### src/rtl/uart_tx_pkg.sv
// Shared types and mode decoding for the UART transmit frame sequencer.
package uart_tx_pkg;

    typedef enum logic [2:0] {
        IDLE    = 3'd0,
        START   = 3'd1,
        DATA    = 3'd2,
        PARITY  = 3'd3,
        STOP    = 3'd4,
        CLEANUP = 3'd5
    } state_t;

    typedef enum logic [1:0] {
        NONE = 2'd0,
        EVEN = 2'd1,
        ODD  = 2'd2
    } parity_t;

    localparam logic [1:0] MODE_NONE  = 2'b00;
    localparam logic [1:0] MODE_EVEN  = 2'b01;
    localparam logic [1:0] MODE_ODD   = 2'b10;
    localparam logic [1:0] MODE_NONE2 = 2'b11;

    function automatic parity_t decode_parity(input logic [1:0] mode);
        parity_t p;
        case (mode)
            MODE_EVEN: p = EVEN;
            MODE_ODD:  p = ODD;
            default:   p = NONE;
        endcase
        return p;
    endfunction

endpackage

### src/rtl/uart_tx_baud_counter.sv
// Free-running bit-period counter; wraps at CLKS_PER_BIT-1 and restarts on clear.
module uart_tx_baud_counter #(
    parameter int unsigned CLKS_PER_BIT = 5208
) (
    input  logic                            i_Clock,
    input  logic                            i_Reset,
    input  logic                            clear,
    output logic [$clog2(CLKS_PER_BIT)-1:0] count,
    output logic                            bit_end
);

    localparam int unsigned CNT_W = $clog2(CLKS_PER_BIT);
    localparam logic [CNT_W-1:0] LAST_CNT = CNT_W'(CLKS_PER_BIT - 1);

    logic [CNT_W-1:0] count_q;

    always_ff @(posedge i_Clock) begin
        if (i_Reset) begin
            count_q <= '0;
        end else if (clear || bit_end) begin
            count_q <= '0;
        end else begin
            count_q <= count_q + 1'b1;
        end
    end

    assign count   = count_q;
    assign bit_end = (count_q == LAST_CNT);

endmodule

### src/rtl/uart_tx_frame_sequencer.sv
// UART transmit frame engine: start, LSB-first data, optional parity, stop bits.
// Every output is a register fed from the current state, so the pin lags the FSM by one clock.
module uart_tx_frame_sequencer
    import uart_tx_pkg::*;
#(
    parameter int unsigned CLKS_PER_BIT = 5208,
    parameter int unsigned DATA_BITS    = 8,
    parameter int unsigned STOP_BITS    = 1
) (
    input  logic                 i_Clock,
    input  logic                 i_Reset,
    input  logic                 i_TX_DV,
    input  logic [DATA_BITS-1:0] i_TX_Data,
    input  logic [1:0]           i_Parity_Mode,
    output logic                 o_TX_Serial,
    output logic                 o_TX_Active,
    output logic                 o_TX_Done,
    output logic [((DATA_BITS > 1) ? $clog2(DATA_BITS) : 1)-1:0] o_Bit_Index,
    output logic                 o_Bit_Index_Enable
);

    localparam int unsigned IDX_W = (DATA_BITS > 1) ? $clog2(DATA_BITS) : 1;
    localparam logic [IDX_W-1:0] LAST_IDX  = IDX_W'(DATA_BITS - 1);
    localparam logic [1:0]       LAST_STOP = 2'(STOP_BITS - 1);

    state_t               state_q, state_d;
    logic [IDX_W-1:0]     idx_q, idx_d;
    logic [1:0]           stop_q, stop_d;
    logic [DATA_BITS-1:0] data_q, data_d;
    parity_t              parity_q, parity_d;

    logic clear;
    logic bit_end;

    logic serial_d;
    logic active_d;
    logic done_d;
    logic enable_d;

    uart_tx_baud_counter #(
        .CLKS_PER_BIT(CLKS_PER_BIT)
    ) u_baud (
        .i_Clock(i_Clock),
        .i_Reset(i_Reset),
        .clear  (clear),
        .count  (),
        .bit_end(bit_end)
    );

    always_comb begin
        state_d  = state_q;
        idx_d    = idx_q;
        stop_d   = stop_q;
        data_d   = data_q;
        parity_d = parity_q;

        unique case (state_q)
            IDLE: begin
                if (i_TX_DV) begin
                    data_d   = i_TX_Data;
                    parity_d = decode_parity(i_Parity_Mode);
                    state_d  = START;
                end
            end
            START: begin
                if (bit_end) begin
                    idx_d   = '0;
                    state_d = DATA;
                end
            end
            DATA: begin
                if (bit_end) begin
                    if (idx_q < LAST_IDX) begin
                        idx_d = idx_q + 1'b1;
                    end else begin
                        idx_d   = '0;
                        state_d = (parity_q != NONE) ? PARITY : STOP;
                    end
                end
            end
            PARITY: begin
                if (bit_end) begin
                    state_d = STOP;
                end
            end
            STOP: begin
                if (bit_end) begin
                    if (stop_q == LAST_STOP) begin
                        stop_d  = '0;
                        state_d = CLEANUP;
                    end else begin
                        stop_d = stop_q + 1'b1;
                    end
                end
            end
            CLEANUP: begin
                state_d = IDLE;
            end
            default: begin
                state_d = IDLE;
            end
        endcase
    end

    // Restarting the bit period on every transition keeps each bit exactly CLKS_PER_BIT long.
    assign clear = (state_d != state_q);

    always_comb begin
        serial_d = 1'b1;
        active_d = 1'b0;
        done_d   = 1'b0;
        enable_d = 1'b0;

        unique case (state_q)
            START: begin
                serial_d = 1'b0;
                active_d = 1'b1;
            end
            DATA: begin
                serial_d = data_q[idx_q];
                active_d = 1'b1;
                enable_d = bit_end;
            end
            PARITY: begin
                serial_d = (parity_q == ODD) ? ~(^data_q) : ^data_q;
                active_d = 1'b1;
            end
            STOP: begin
                active_d = 1'b1;
            end
            CLEANUP: begin
                done_d = 1'b1;
            end
            default: begin
                serial_d = 1'b1;
            end
        endcase
    end

    always_ff @(posedge i_Clock) begin
        if (i_Reset) begin
            state_q            <= IDLE;
            idx_q              <= '0;
            stop_q             <= '0;
            data_q             <= '0;
            parity_q           <= NONE;
            o_TX_Serial        <= 1'b1;
            o_TX_Active        <= 1'b0;
            o_TX_Done          <= 1'b0;
            o_Bit_Index        <= '0;
            o_Bit_Index_Enable <= 1'b0;
        end else begin
            state_q            <= state_d;
            idx_q              <= idx_d;
            stop_q             <= stop_d;
            data_q             <= data_d;
            parity_q           <= parity_d;
            o_TX_Serial        <= serial_d;
            o_TX_Active        <= active_d;
            o_TX_Done          <= done_d;
            o_Bit_Index        <= idx_q;
            o_Bit_Index_Enable <= enable_d;
        end
    end

endmodule

### config.mk
export PLATFORM = sky130hd
export DESIGN_NAME = uart_tx_frame_sequencer
export DESIGN_NICKNAME = d
export VERILOG_FILES = /design/src/rtl/uart_tx_pkg.sv /design/src/rtl/uart_tx_baud_counter.sv /design/src/rtl/uart_tx_frame_sequencer.sv
export SDC_FILE = /design/constraint.sdc
export NUM_CORES = 1
export LEC_CHECK = 0
export CAP_MARGIN = 20
export CORE_MARGIN = 1
export CORE_UTILIZATION = 50
export CTS_BUF_LIST = sky130_fd_sc_hd__clkbuf_2 sky130_fd_sc_hd__clkbuf_4 sky130_fd_sc_hd__clkbuf_8
export DETAILED_ROUTE_END_ITERATION = 10
export HOLD_SLACK_MARGIN = 0.05
export PLACE_DENSITY = 0.72
export SYNTH_ARGS = -nofsm -noshare
export SYNTH_HDL_FRONTEND = slang
export SYNTH_HIERARCHICAL = 1
export SYNTH_SLANG_ARGS = --single-unit
export TNS_END_PERCENT = 100
### constraint.sdc
create_clock -name i_Clock -period 4.77 [get_ports i_Clock]
set_input_delay 0.7155 -clock i_Clock [delete_from_list [all_inputs] [get_ports i_Clock]]
set_output_delay 0.7155 -clock i_Clock [all_outputs]
set_load 0.05 [all_outputs]
# Word level (Yosys, flattened, before mapping)
# Cells that the tools add are included.
[word_totals] ff_bits=38 latchBits=0 mem_bits_rw=0 rom_bits=0 in_bits=13 out_inout_bits=7 wordCells=63 n_memories=0
[classes] add_sub_neg=3 multipliers=0 div_mod_pow=0 order_cmp=2 n_eq_ne=12 shift=0 mux=21 bitwise_logic=2 n_reduce_logical=12
[op_table] op="2-to-1 mux 3 bit" n=11
[op_table] op="one-hot mux 3 bit (5 select lines)" n=1
[op_table] op="adder 13 x 1 -> 13 bit, second input constant" n=1
[op_table] op="equality test 13 bit, second input constant" n=1
[op_table] op="parity 8 bit" n=1
[op_table] op="equality test 3 x 2 -> 1 bit, second input constant" n=2
[op_table] op="equality test 3 bit, second input constant" n=2
[op_table] op="one-hot mux 3 bit (2 select lines)" n=1
[op_table] op="equality test 2 bit, second input constant" n=2
[op_table] op="< comparator 3 x 4 -> 1 bit, second input constant" n=1
[op_table] op="2-to-1 mux 1 bit" n=4
[op_table] op="!= test 2 bit, second input constant" n=2
[op_table] op="one-hot mux 2 bit (2 select lines)" n=1
[op_table] op="AND reduction 2 bit" n=2
[op_table] op="nonzero test 2 bit" n=2
[op_table] op="OR reduction 2 bit" n=2
[op_table] op="OR reduction 4 bit" n=1
[op_table] op="adder 3 x 1 -> 3 bit, second input constant" n=1
[op_table] op="binary-select mux 1 bit (select 3 bit)" n=1
[op_table] op="equality test 3 x 1 -> 1 bit, second input constant" n=1
[op_table] op="logical NOT 3 bit" n=1
[op_table] op="< comparator 3 bit, second input constant" n=1
[op_table] op="!= test 3 bit" n=1
[op_table] op="one-hot mux 1 bit (3 select lines)" n=1
[op_table] op="7 further kinds" n=8

# Depth between registers and ports, before layout
# Gate-level depths: netlist (run 1).
[depth] word_depth=8 mapped_depth=11

# Cells and area by module
# Netlist (run 1), hierarchy kept.
[modules_own_cells] module="uart_tx_frame_sequencer" n_inst=1 cells_per_inst=131 area_per_inst_um2=1203.7 seq_area_each_um2=500.5
[modules_own_cells] module="uart_tx_baud_counter" n_inst=1 cells_per_inst=73 area_per_inst_um2=718.2 seq_area_each_um2=260.2

# Worst setup path after synthesis (run 1)
# OpenSTA, ideal clock, no wires.
[synth_path] kind="flip-flop to flip-flop" from="register u_baud.count_q[3] (netlist: u_baud/count[3])" to="register u_baud.count_q[2] (netlist: u_baud/count[2])" arrival_time_ns=2.776 required_time_ns=4.630 setup_slack_ns=1.854 path_stages_with_launch=12 n_path_buf=2 period_less_slack_ns=2.916 path_cell_list="dfxtp_1 > buf_6 > nor4bb_1 > nand4_1 > nor4_1 > or3b_1 > o21bai_1 > a21oi_1 > a21oi_1 > or2_2 > buf_1 > nor3_2"
[synth_between] elab_chain_cells=6 word_cells_on_any_way=9 cone_classes="eq/ne: 2; mux: 5; reduce/logical: 2"
[synth_lines] item="start, declared" line="uart_tx_baud_counter.sv:15" text="logic [CNT_W-1:0] count_q;"
[synth_lines] item="start signal, assigned" line="uart_tx_baud_counter.sv:23" text="count_q <= count_q + 1'b1;"
[synth_lines] item="equality test 13 bit (*)" line="uart_tx_baud_counter.sv:28" text="assign bit_end = (count_q == LAST_CNT);"
[synth_lines] item="net bit_end" line="uart_tx_frame_sequencer.sv:33" text="logic bit_end;"
[synth_lines] item="2-to-1 mux 3 bit (on tied branches)"
[synth_lines] item="one-hot mux 3 bit (5 select lines) (*)" line="uart_tx_frame_sequencer.sv:57" text="unique case (state_q)"
[synth_lines] item="!= test 3 bit (*)" line="uart_tx_frame_sequencer.sv:106" text="assign clear = (state_d != state_q);"
[synth_lines] item="net clear" line="uart_tx_frame_sequencer.sv:32" text="logic clear;"
[synth_lines] item="logical OR 1 bit (*)" line="uart_tx_baud_counter.sv:20" text="end else if (clear || bit_end) begin"
[synth_lines] item="OR reduction 2 bit (no line) (*)"
# Mark *: on every way through the listed nets, which the timed path passes. The rest lies on a longest branch.
# A chain may end at the register's enable or synchronous reset.

# Worst setup path after layout (run 1)
[layout_path] from="register u_baud.count_q[4] (netlist: u_baud/count[4])" to="register u_baud.count_q[11] (netlist: u_baud/count[11])"
# Same word-level chain as after synthesis.

==> out/metrics.cfg, run 1 <==
[placement]
dpl.hpwl_um=2680
preCtsSetupSlack_ns=1.50
port_buffers=19
dpl_cell_area_mm2=0.00212
place_congestion=0.836

[route]
drc=0
routed_wl_um=3650
drtAntennaViolNets=0
wl_per_cell_um=13.5
vias=1540
drtIter0Drc=103
viasPerCell=5.68
drt_pass1_iterations=4

[worst_hold_path]
hold_start=data_q[3]
hold_path_class=reg -> reg

[finish]
final_nets=239
area_growth_pct=16.3
postLayoutCoreUtil=0.611
drive_above_1_share=0.135
finalInstanceArea_mm2=0.00224
num_antenna_cells=0

[critical_path]
cp.required_ns=4.99
crit_start=u_baud/count[4]
cp.arrival_ns=3.08
crit_path_cell_trace=nor4bb_1, nand4_1, nor4_1, clkbuf_2, nor3b_1, a221oi_1, a21oi_1, or2_2, or2_2, nor3_1
worstSetupPathType=reg -> reg
critPathMaxStageDelay_ns=0.46
startpoint_type=register
r2r-start=u_baud/count[4]
crit_fanout=13
worst_path_max_delay_cell=or2_2
critPathMostFrequentCell=or2_2
crit_path_end_kind=register

[power_and_ir_drop]
ir_drop_v=0.000189
powerDensity_mw_per_mm2=292
p_leak_nw=0.755
power_uw=654

[timing]
fmax_mhz=349
finalSetupViolCount=0
fin_crit_sh=0.600
relSlewSlack=0.500
fin_worst_skew_ns=0.00728
fin_tns_setup_ns=0
drv_slew=0
worst_slew_pin_slew_ns=0.747
rsz0062_at_grt=false
hold_viol=0
finalWorstSetupSlack_ns=1.91
post-route-min-period_ns=2.86

[die]
io_pins=20
rows=22
die_area_mm2=0.00410
core_area_mm2=0.00366
start_util=0.525
die_w_um=64.0
die_h_um=64.0

[clock_network]
cts_hold_buffers=0
clk_path_buf_depth=2
cts_sinks=38
clk_pin_slew_ns=0.07
clock-root-buffer=clkbuf_8
postCtsSetupRepairBufs=0
clk_latency_ns=0.29
cts_made_buffers=5
cts_tree=yes
cts_resized=0
htreeDepth=2

[synthesis]
synth_warnings=6
synth.area.top_cells=dfxtp_1, nand2_1, a211oi_2
synth_fp_nets=221
async_flop_share=0
synthTopCellsByCount=dfxtp_1, nand2_1, a21oi_1
ys_seq_area_frac=0.396
synth-main-ff-cell=dfxtp_1
synth_area_per_cell_um2=9.42
ys_seq_elements=38
synth.largest_area_cell=dfxtp_1
synth.top_cell.area_share=0.396
synth.distinct_cells=55
synth_edf_count=0
syn_inst=204
synth.most_common_cell=dfxtp_1
syn_area_mm2=0.00192

[global_routing]
grt_use_total=0.213
grt_pass1_wl_um=6690
grt_overflow=0
grt_max_degree=23
grt_pass1_vias=1535
antenna_found_initial=0

[run]
maxCapViolCount=0

[outcome]
outcome=finished clean

-- layout make-up --
| cell class | instances | area [µm²] |
|---|---|---|
| Timing Repair Buffer | 21 | 203 |
| Inverter | 5 | 18.8 |
| Fill cell | 339 | 1430 |
| Clock buffer | 8 | 110 |
| Multi-Input combinational cell | 151 | 1080 |
| Tap cell | 48 | 60.1 |
| Sequential cell | 38 | 761 |
-- registers in the layout, summed over array words and instances (netlist names) --
signal	cells
o_Bit_Index_Enable	1
o_Bit_Index	3
state_q	3
idx_q	3
data_q	8
u_baud/count	13
o_TX_Active	1
o_TX_Done	1
stop_q	2
parity_q	2
o_TX_Serial	1
-- per-layer routing --
metal	part of all wire	track usage	vias to the layer above
met5	0	0	-
met4	0.018	0.0852	0
met3	0.036	0.0589	6
met2	0.51	0.379	27
met1	0.44	0.237	726
li1	-	-	781
-- kinds of logic (layout without fill, tap and decap cells) --
group | count (synthesis) | count (layout) | synth area share
flops | 38 | 38 | 0.396
fa+ha+maj | 4 | 4 | 0.0260
compound gates | 40 | 40 | 0.147
xor+xnor | 12 | 12 | 0.0618
mux | 3 | 3 | 0.0306
simple gates | 92 | 92 | 0.298
buf+inv | 15 | 34 | 0.0404
-- metrics by stage --
step / std cells / hold WS, ns
2_1_floorplan: 204 / 0.450
6_report: 271 / 0.486
3_3_place_gp: 262 / 0.468
5_1_grt: 271 / 0.505
4_1_cts: 270 / 0.492
3_5_place_dp: 262 / 0.478
-- cell usage in the layout (no fill, tap or decap), drive strengths merged, types with 3 or more instances in the layout --
cell and instances:
xor2 4, xnor2 7, a211oi 6, a21oi 14, a31oi 3, ha 4
nor3 9, nand2 24, or3 4, clkdlybuf4s50 19, nand4 3, o31ai 4
nor2 10, nand3b 3, nor4 5, inv 5, o21ai 5, nand3 9
dfxtp 38, nor2b 5, nor3b 3, clkbuf 9
-- critical path: cells and delay by family (launching register included) --
family                 cells  cell delay [ns]
AO/OA/AOI/OAI              2             0.40
buffers and inverters      1             0.25
AND/OR/NAND/NOR            7             1.68
flip-flops                 1             0.44
-- where the power goes --
part	internal (mW)	leakage, nW	switching [mW]
combinational	0.0330	0.390	0.0295
sequential	0.326	0.308	0.0100
clock	0.146	0.0575	0.110
total	0.504	0.755	0.149
-- worst paths after layout --
| path | end | slack [ns] | cells past startpoint |
|---|---|---|---|
| min | data_q[3] | 0.49 | 2 |
| max reg2reg | u_baud/count[11] | 1.91 | 10 |
| min reg2reg | data_q[3] | 0.49 | 2 |
| max | u_baud/count[11] | 1.91 | 10 |
(Power assumes the default switching activity.)
==> run 2, diff against run 1 <==
- PLACE_DENSITY: 0.72 -> 0.74
- clock period: 4.77 -> 2.5 ns (I/O delays scaled with it)
==> out/metrics.cfg, run 2 (synthesized netlist as in run 1, its figures left out) <==
[timing]
hold_viol=0  ; unchanged
fin_crit_sh=0.964  ; +0.365
finalSetupViolCount=0  ; unchanged
worst_slew_pin_slew_ns=0.506  ; -0.241 ns
fin_worst_skew_ns=0.00578  ; -0.00150 ns
rsz0062_at_grt=true
fin_tns_setup_ns=0  ; unchanged
post-route-min-period_ns=2.41  ; -0.450 ns
fmax_mhz=415  ; +19%
drv_slew=0  ; unchanged
relSlewSlack=0.662  ; +0.161

[die]
rows=22  ; unchanged
die_w_um=64.0  ; unchanged
core_area_mm2=0.00366  ; unchanged
io_pins=20  ; unchanged
die_area_mm2=0.00410  ; unchanged
start_util=0.525  ; unchanged
die_h_um=64.0  ; unchanged

[power_and_ir_drop]
p_leak_nw=0.848  ; +12%
ir_drop_v=0.000374  ; +98%
powerDensity_mw_per_mm2=537  ; +84%

[run]
maxCapViolCount=0  ; unchanged

[global_routing]
grt_pass1_vias=1517  ; -1.2%
grt_pass1_wl_um=6560  ; -2.1%
antenna_found_initial=0  ; unchanged
grt_use_total=0.207  ; -0.00622
grt_overflow=0  ; unchanged
grt_max_degree=17  ; -26%

[critical_path]
cp.required_ns=2.68  ; -2.31 ns
worstSetupPathType=reg -> reg
path_buf_inv=3  ; +2
crit_path_end_kind=register
reg2reg_depth=11  ; +1
crit_fanout=5  ; -8
worst-path-stages=11  ; +1
critPathMaxStageDelay_ns=0.38  ; -0.08 ns
cp.arrival_ns=2.59  ; -0.49 ns
path_delay_family=simple AND/OR/NAND/NOR gates
crit_path_cell_trace=nor4bb_4, nand4_1, nor4_4, buf_4, buf_4, nor4b_2, a221oi_2, a21oi_1, or2_4, buf_4, a211oi_2
critPathMostFrequentCell=buf_4
startpoint_type=register
worst_path_max_delay_cell=nor4_4

[route]
vias=1608  ; +4.4%
drtAntennaViolNets=0  ; unchanged
viasPerCell=5.60  ; -1.4%
drc=0  ; unchanged
wl_per_cell_um=13.2  ; -2.3%
routed_wl_um=3780  ; +3.5%
drt_pass1_iterations=4  ; unchanged
drtIter0Drc=44  ; -57%

[finish]
largest_reg_flops=13  ; unchanged
num_antenna_cells=0  ; unchanged
layout_commonest_cell=dfxtp_1
finalInstanceArea_mm2=0.00242  ; +8.1%
seq_area_um2=763  ; +0.33%
fillers=298  ; -12%
area_growth_pct=25.8
mostFrequentLayoutCells=dfxtp_1, nand2_1, clkdlybuf4s50_1
multiInputGateArea_mm2=0.00113  ; +4.5%
drive_above_1_share=0.226  ; +0.0914
final_nets=255  ; +6.7%

[clock_network]
clk_pin_slew_ns=0.08  ; about the same
cts_sinks=38  ; unchanged
cts_hold_buffers=0  ; unchanged
clock-root-buffer=clkbuf_8
cts_tree=yes
clk_path_buf_depth=2  ; unchanged
clk_latency_ns=0.30  ; about the same
htreeDepth=2  ; unchanged
cts_made_buffers=5  ; unchanged

[placement]
port_buffers=19  ; unchanged
place_congestion=0.869  ; +3.9%
dpl_cell_area_mm2=0.00225  ; +6.0%
dpl.hpwl_um=2830  ; +5.4%

[worst_hold_path]
hold_depth=2  ; unchanged
hold_path_class=reg -> reg

[outcome]
outcome=finished clean

[run 2: cell count changes in the layout (fill, tap and decap cells not counted), moves of 2 or more]
cell,before,now
dfxtp_2,0,2
buf_4,1,17
clkinvlp_4,0,2
dfxtp_1,38,36
clkbuf_8,8,5
[run 2: final timing paths]
kind,slack (ns),startpoint,to
worst min-delay path,0.48,data_q[5],data_q[5]
worst max register to register,0.09,u_baud/count[12],u_baud/count[12]
worst max-delay path,0.09,u_baud/count[12],u_baud/count[12]
worst min register to register,0.48,data_q[5],data_q[5]
[run 2: per-layer routing]
| layer | share of wire | global-route usage | up-vias |
|---|---|---|---|
| li1 | - | - | 814 |
| met1 | 0.45 | 0.238 | 766 |
| met2 | 0.51 | 0.355 | 22 |
| met3 | 0.024 | 0.0589 | 6 |
| met4 | 0.016 | 0.0881 | 0 |
| met5 | 0 | 0 | - |
[run 2: metrics by stage]
step           setup WS (ns)  hold WS (ns)  cells   util  total power, mW
2_1_floorplan         0.0430         0.450    204      -            0.739
3_3_place_gp           0.119         0.467    277  0.614            0.779
3_5_place_dp        -0.00417         0.473    277  0.614            0.782
4_1_cts               0.0267         0.484    285  0.645             1.31
5_1_grt              -0.0913         0.496    287  0.660             1.35
6_report              0.0889         0.482    287  0.660             1.30
[run 2: layout make-up]
cell class | count | area share
clock inverters | 3 | 0.0186
flip-flops and latches | 38 | 0.316
inverters | 5 | 0.00776
clock buffers | 5 | 0.0285
well taps | 48 | 0.0248
repair buffers | 37 | 0.136
multi-input cells | 151 | 0.468
[run 2: tightest hold or removal path, delay by kind of cell (launching register included)]
| family | cells | cell delay, ns |
|---|---|---|
| simple gates | 1 | 0.06 |
| flops | 1 | 0.33 |
| compound gates | 1 | 0.05 |
[run 2: what timing repair did]
action                     in CTS  in global routing
resized for setup               0                 10
setup endpoints to repair       1                 13
buffers inserted                0                  2
pin swaps                       1                  3
cloned                          0                  0
[run 2: power breakdown]
part           switching [mW]  total (mW)  internal (mW)
logic                  0.0613       0.134         0.0726
clock network           0.231       0.527          0.297
registers              0.0159       0.637          0.621
